File: src/rtl/stencil_boundary_pipe.sv
// Boundary-substitution stage for the 2D hotspot stencil: tracks cell position,
// patches out-of-grid neighbours and registers the tuple with frame markers.
module stencil_boundary_pipe #(
  parameter int                    DATA_WIDTH   = 32,
  parameter int                    ROWS         = 512,
  parameter int                    COLS         = 512,
  parameter int                    BORDER_MODE  = 0,
  parameter logic [DATA_WIDTH-1:0] BORDER_CONST = '0,
  parameter int                    FRAME_CNT_W  = 16
) (
  input  logic                    clk,
  input  logic                    rst_n,
  input  logic                    clear,
  input  logic                    s_valid,
  output logic                    s_ready,
  input  logic [5*DATA_WIDTH-1:0] s_data,
  output logic                    m_valid,
  input  logic                    m_ready,
  output logic [5*DATA_WIDTH-1:0] m_data,
  output logic                    m_first,
  output logic                    m_last,
  output logic [FRAME_CNT_W-1:0]  frame_count
);

  localparam int ROW_W = (ROWS > 1) ? $clog2(ROWS) : 1;
  localparam int COL_W = (COLS > 1) ? $clog2(COLS) : 1;
  localparam logic [ROW_W-1:0] ROW_LAST = ROW_W'(ROWS - 1);
  localparam logic [COL_W-1:0] COL_LAST = COL_W'(COLS - 1);

  logic [ROW_W-1:0]      row;
  logic [COL_W-1:0]      col;
  logic                  accept;
  logic                  at_top, at_bottom, at_left, at_right;
  logic [DATA_WIDTH-1:0] in_center, in_north, in_south, in_east, in_west;
  logic [DATA_WIDTH-1:0] sub_val, out_north, out_south, out_east, out_west;

  assign s_ready = rst_n & ~clear & (~m_valid | m_ready);
  assign accept  = s_valid & s_ready;

  assign in_center = s_data[5*DATA_WIDTH-1 -: DATA_WIDTH];
  assign in_north  = s_data[4*DATA_WIDTH-1 -: DATA_WIDTH];
  assign in_south  = s_data[3*DATA_WIDTH-1 -: DATA_WIDTH];
  assign in_east   = s_data[2*DATA_WIDTH-1 -: DATA_WIDTH];
  assign in_west   = s_data[DATA_WIDTH-1 -: DATA_WIDTH];

  assign at_top    = (row == '0);
  assign at_bottom = (row == ROW_LAST);
  assign at_left   = (col == '0);
  assign at_right  = (col == COL_LAST);

  // Missing neighbours take either the cell's own value or a fixed pad value.
  assign sub_val   = (BORDER_MODE != 0) ? BORDER_CONST : in_center;
  assign out_north = at_top    ? sub_val : in_north;
  assign out_south = at_bottom ? sub_val : in_south;
  assign out_east  = at_right  ? sub_val : in_east;
  assign out_west  = at_left   ? sub_val : in_west;

  always_ff @(posedge clk or negedge rst_n) begin
    if (!rst_n) begin
      row         <= '0;
      col         <= '0;
      frame_count <= '0;
    end else if (clear) begin
      row <= '0;
      col <= '0;
    end else if (accept) begin
      if (at_right) begin
        col <= '0;
        if (at_bottom) begin
          row         <= '0;
          frame_count <= frame_count + FRAME_CNT_W'(1);
        end else begin
          row <= row + ROW_W'(1);
        end
      end else begin
        col <= col + COL_W'(1);
      end
    end
  end

  // Single skid-free output register; payload only changes on an accepted beat.
  always_ff @(posedge clk or negedge rst_n) begin
    if (!rst_n) begin
      m_valid <= 1'b0;
      m_data  <= '0;
      m_first <= 1'b0;
      m_last  <= 1'b0;
    end else if (clear) begin
      m_valid <= 1'b0;
    end else if (accept) begin
      m_valid <= 1'b1;
      m_data  <= {in_center, out_north, out_south, out_east, out_west};
      m_first <= at_top & at_left;
      m_last  <= at_bottom & at_right;
    end else if (m_ready) begin
      m_valid <= 1'b0;
    end
  end

endmodule
File: config.mk
export PLATFORM = sky130hd
export DESIGN_NAME = stencil_boundary_pipe
export DESIGN_NICKNAME = d
export VERILOG_FILES = /design/src/rtl/stencil_boundary_pipe.sv
export SDC_FILE = /design/constraint.sdc
export NUM_CORES = 1
export LEC_CHECK = 0
export BUFFER_PORTS_ARGS = -buffer_cell sky130_fd_sc_hd__buf_2
export CAP_MARGIN = 10
export CORE_UTILIZATION = 50
export DETAILED_ROUTE_END_ITERATION = 6
export HOLD_SLACK_MARGIN = 0.05
export PLACE_DENSITY = 0.81
export RECOVER_POWER = 25
export SYNTH_ARGS = -nofsm -noshare
export SYNTH_HDL_FRONTEND = slang
export SYNTH_SLANG_ARGS = --single-unit
File: constraint.sdc
create_clock -name clk -period 4.54 [get_ports clk]
set_clock_uncertainty 0.05 [all_clocks]
set_input_delay 0.227 -clock clk [delete_from_list [all_inputs] [get_ports clk]]
set_output_delay 0.227 -clock clk [all_outputs]
set_load 0.03 [all_outputs]
==> summary.md <==
| Metric | Value |
|---|---|
| IO Port Bufs | about 340 |
| Die width | approximately 140 um |
| Routed Wire Length | between 20000 and 30000 um |
| Max_slew headroom | between 10% and 20% |
| WS Path Type | flip-flop to flip-flop |
| Status | completed |
| GRT busiest layer | met2 |
| Period utilization | 72.8% |
| Area share of the largest cell type after synthesis | a little under three fifths |
| Non-Filler Instances | between 1.5k and 2k |
| Slowest cell delay on critical path | 820 ps |
| Row count | 48 |
| Fin Hold WS | between 50 and 60 ps |
| Final min period | around 3300 ps |
| Post-CTS Setup Bufs | 0 |
| Drt wl/cell | approximately 19 um |
| Syn avg cell area | approximately 10 um2 |
| Number of synthesized flops with an enable pin | 0 |
| WP data required | between 4000 and 5000 ps |
| Clk slew on worst S/H paths | 80 ps |
| Cts hold-fix bufs | ~120 |
| Layout cells sized above 1 | between 20% and 30% |
| Core Area | 0.0174 mm2 |
| Async SR Flop Fraction | 100% |
| Hold Vio Cnt, Final | 0 |
| Worst path most repeated cell | nand3_1 |
| Met1 usage in global routing | about two fifths |
| Pin count of the biggest net entering global routing | about 150 |
| Worst Hold Depth | 3 |
| H-tree Lvls | 4 |
| Final HPWL DP | between 15000 and 20000 um |
| Post-place setup slack | between 1000 and 1500 ps |
| Clock Tree Root | clkbuf_16 |
| Unique masters post-synth | 40 |
| R2r worst-path depth | 9 |
| Diode count | 0 |
| Worst-margin pin slew | 1210 ps |
| Vias per Instance | roughly 5.4 |
| Clk Latency, worst-skew pair | approximately 430 ps |
| Initial antenna violation count | 1 |
| Setup_tns | 0 ps |
| I/O pins | 345 |
| # resized after CTS | 0 |
| Total CTS buffers | 17 |
| Initial Util | around half |
| Final setup fails | 0 |
| Total track usage | between 30% and 40% |
| FF/Latch Area | 0.00493 mm2 |
| CTS tree | built |
| Crit-path cells | ha_1, and3_1, nand3_1, nor2_1, ha_2, nand3_1, nor4_1, nand4_1, xnor2_1 |
| Worst EP arrival | between 3000 and 4000 ps |
| Drt pass-1 iters | 6 |
| Grt ovf | 0 |
| Filler instances | roughly 1.2k |
| Met3 usage | around 7.8% |
| CP Capture Type | flip-flop |
| Number of global-route vias before repair | ~8.4k |
| Multi-input logic area | around 0.0038 mm2 |
| Hold Path Class | primary input to flip-flop |
| Critical path peak fanout | 19 |
| DRT iter0 DRCs | 540 |
| Most common cell after layout, fill and taps aside | buf_2 |
| CP max-delay cell | nor4_1 |
| Residual DRC count | 0 |
| Die area | between 0.015 and 0.02 mm2 |
| Max cap viols | 0 |
| Synthesized net count | about 1.1k |
| Met2 usage | around 53% |
| FMAX | around 0.30 GHz |
| Final nets | 1497 |
| Die height | 136 um |
| CP startpoint kind | flip-flop |
| Mapped Cells | between 800 and 900 |
| First-pass GRT wire length | 44500 um |
| Synth Cell Area | 0.00896 mm2 |
| Slew Viols, Final | 0 |
| RSZ-0062 raised after global routing | no |
| Total clock sinks | a little under 200 |
| Clk buf depth | 2 |
| GPL Wtd Cong | slightly below 0.9 |
| Most frequent cells in the layout | buf_2, nand2_1, dfrtp_1 |
| #FFs+latches synth | approximately 200 |
| Area Overhead vs Synth | 39.6% |
| Slack of the critical path | roughly 1200 ps |
| Via Count | 8417 |
| Pleak | between 6 and 7 nW |
| Ys flop type | dfrtp_1 |
| Pwr/cell area | 407 mW/mm2 |
| Top cells by area, synth | dfrtp_1, mux2i_1, nand2_1 |
| Synth area leader | dfrtp_1 |
| Yosys synthesis warning count | 0 |
| Post-route ant nets | 0 |
| Register area share after synthesis | a little under three fifths |
| Peak supply drop | approximately 0.00025 V |
| Placed insts | ~1.4k |
[worst paths after layout]
| kind | startpoint | to | slack, ps |
|---|---|---|---|
| max in group asynchronous | rst_n | m_data[91]$_DFFE_PN0P_ | 2660 |
| setup reg to reg | row[0]$_DFFE_PN0P_ | frame_count[14]$_DFFE_PN0P_ | 1240 |
| setup / recovery | row[0]$_DFFE_PN0P_ | frame_count[14]$_DFFE_PN0P_ | 1240 |
| hold / removal | s_data[22] | m_data[22]$_DFFE_PN0P_ | 60 |
| hold reg to reg | m_data[3]$_DFFE_PN0P_ | m_data[3]$_DFFE_PN0P_ | 430 |
| min in group asynchronous | rst_n | m_data[129]$_DFFE_PN0P_ | 310 |
[metal layers]
layer  up-vias  part of all wire, %  wire length, um
li1       3912                    -                -
met1      4052                   40            11600
met2       387                   50            14500
met3        64                  6.8             1960
met4         2                  2.9              831
met5         -                0.045               13
[logic make-up after synthesis]
group | synth area share, %
flops | 55.0
simple gates | 15.2
fa+ha+maj | 1.12
compound gates | 10.0
mux | 14.4
buf+inv | 2.72
xor+xnor | 1.47
[synthesized netlist by cell type (3+ instances only)]
| library cell | count |
|---|---|
| nand2_1 | 245 |
| dfrtp_1 | 197 |
| o21ai_0 | 145 |
| mux2i_1 | 128 |
| clkbuf_1 | 28 |
| nand3_1 | 16 |
| buf_2 | 15 |
| and3_1 | 10 |
| nor2_1 | 10 |
| buf_1 | 9 |
| ha_1 | 8 |
| xor2_1 | 8 |
| xnor2_1 | 7 |
| a21oi_1 | 6 |
| nand2b_1 | 6 |
| a31oi_1 | 5 |
| inv_1 | 5 |
| nand4_1 | 4 |
| nor4_1 | 4 |
| o31ai_1 | 4 |
| a41oi_1 | 3 |
| nor2b_1 | 3 |
| nor3_1 | 3 |
[stage by stage]
step,power [W],cell area (um2),utilization [%]
after global routing,0.00530,12500,71.8
final,0.00509,12500,71.8
after global placement,0.00342,10800,62.2
after detailed placement,0.00345,10800,62.2
after CTS,0.00512,12600,72.4
after floorplan,0.00294,8960,-
[sequential cells by signal, indices dropped and copies added, names as in the netlist]
name	cells
m_valid	1
m_last	1
m_first	1
row	9
col	9
m_data	160
frame_count	16
[final cells by class]
class / instances / share of cell area, %
Sequential cell: 197 / 39.4
Multi-Input combinational cell: 635 / 30.4
Timing Repair Buffer: 468 / 22.8
Clock buffer: 17 / 3.40
Tap cell: 225 / 2.25
Clock inverter: 15 / 1.53
Inverter: 5 / 0.150
[worst max-delay path: cells and delay by family (launching register included)]
| kind | cells | cell delay [ps] |
|---|---|---|
| fa+ha+maj | 2 | 810 |
| xor+xnor | 1 | 180 |
| flops | 1 | 400 |
| simple gates | 6 | 1740 |
[report_power, final]
group / switching [W] / total (W) / internal, W
sequential: 0.000149 / 0.00216 / 0.00201
combinational: 0.000963 / 0.00134 / 0.000382
clock: 0.000706 / 0.00159 / 0.000884
total: 0.00182 / 0.00509 / 0.00327
Note: power is estimated with default switching activity, not from simulation.
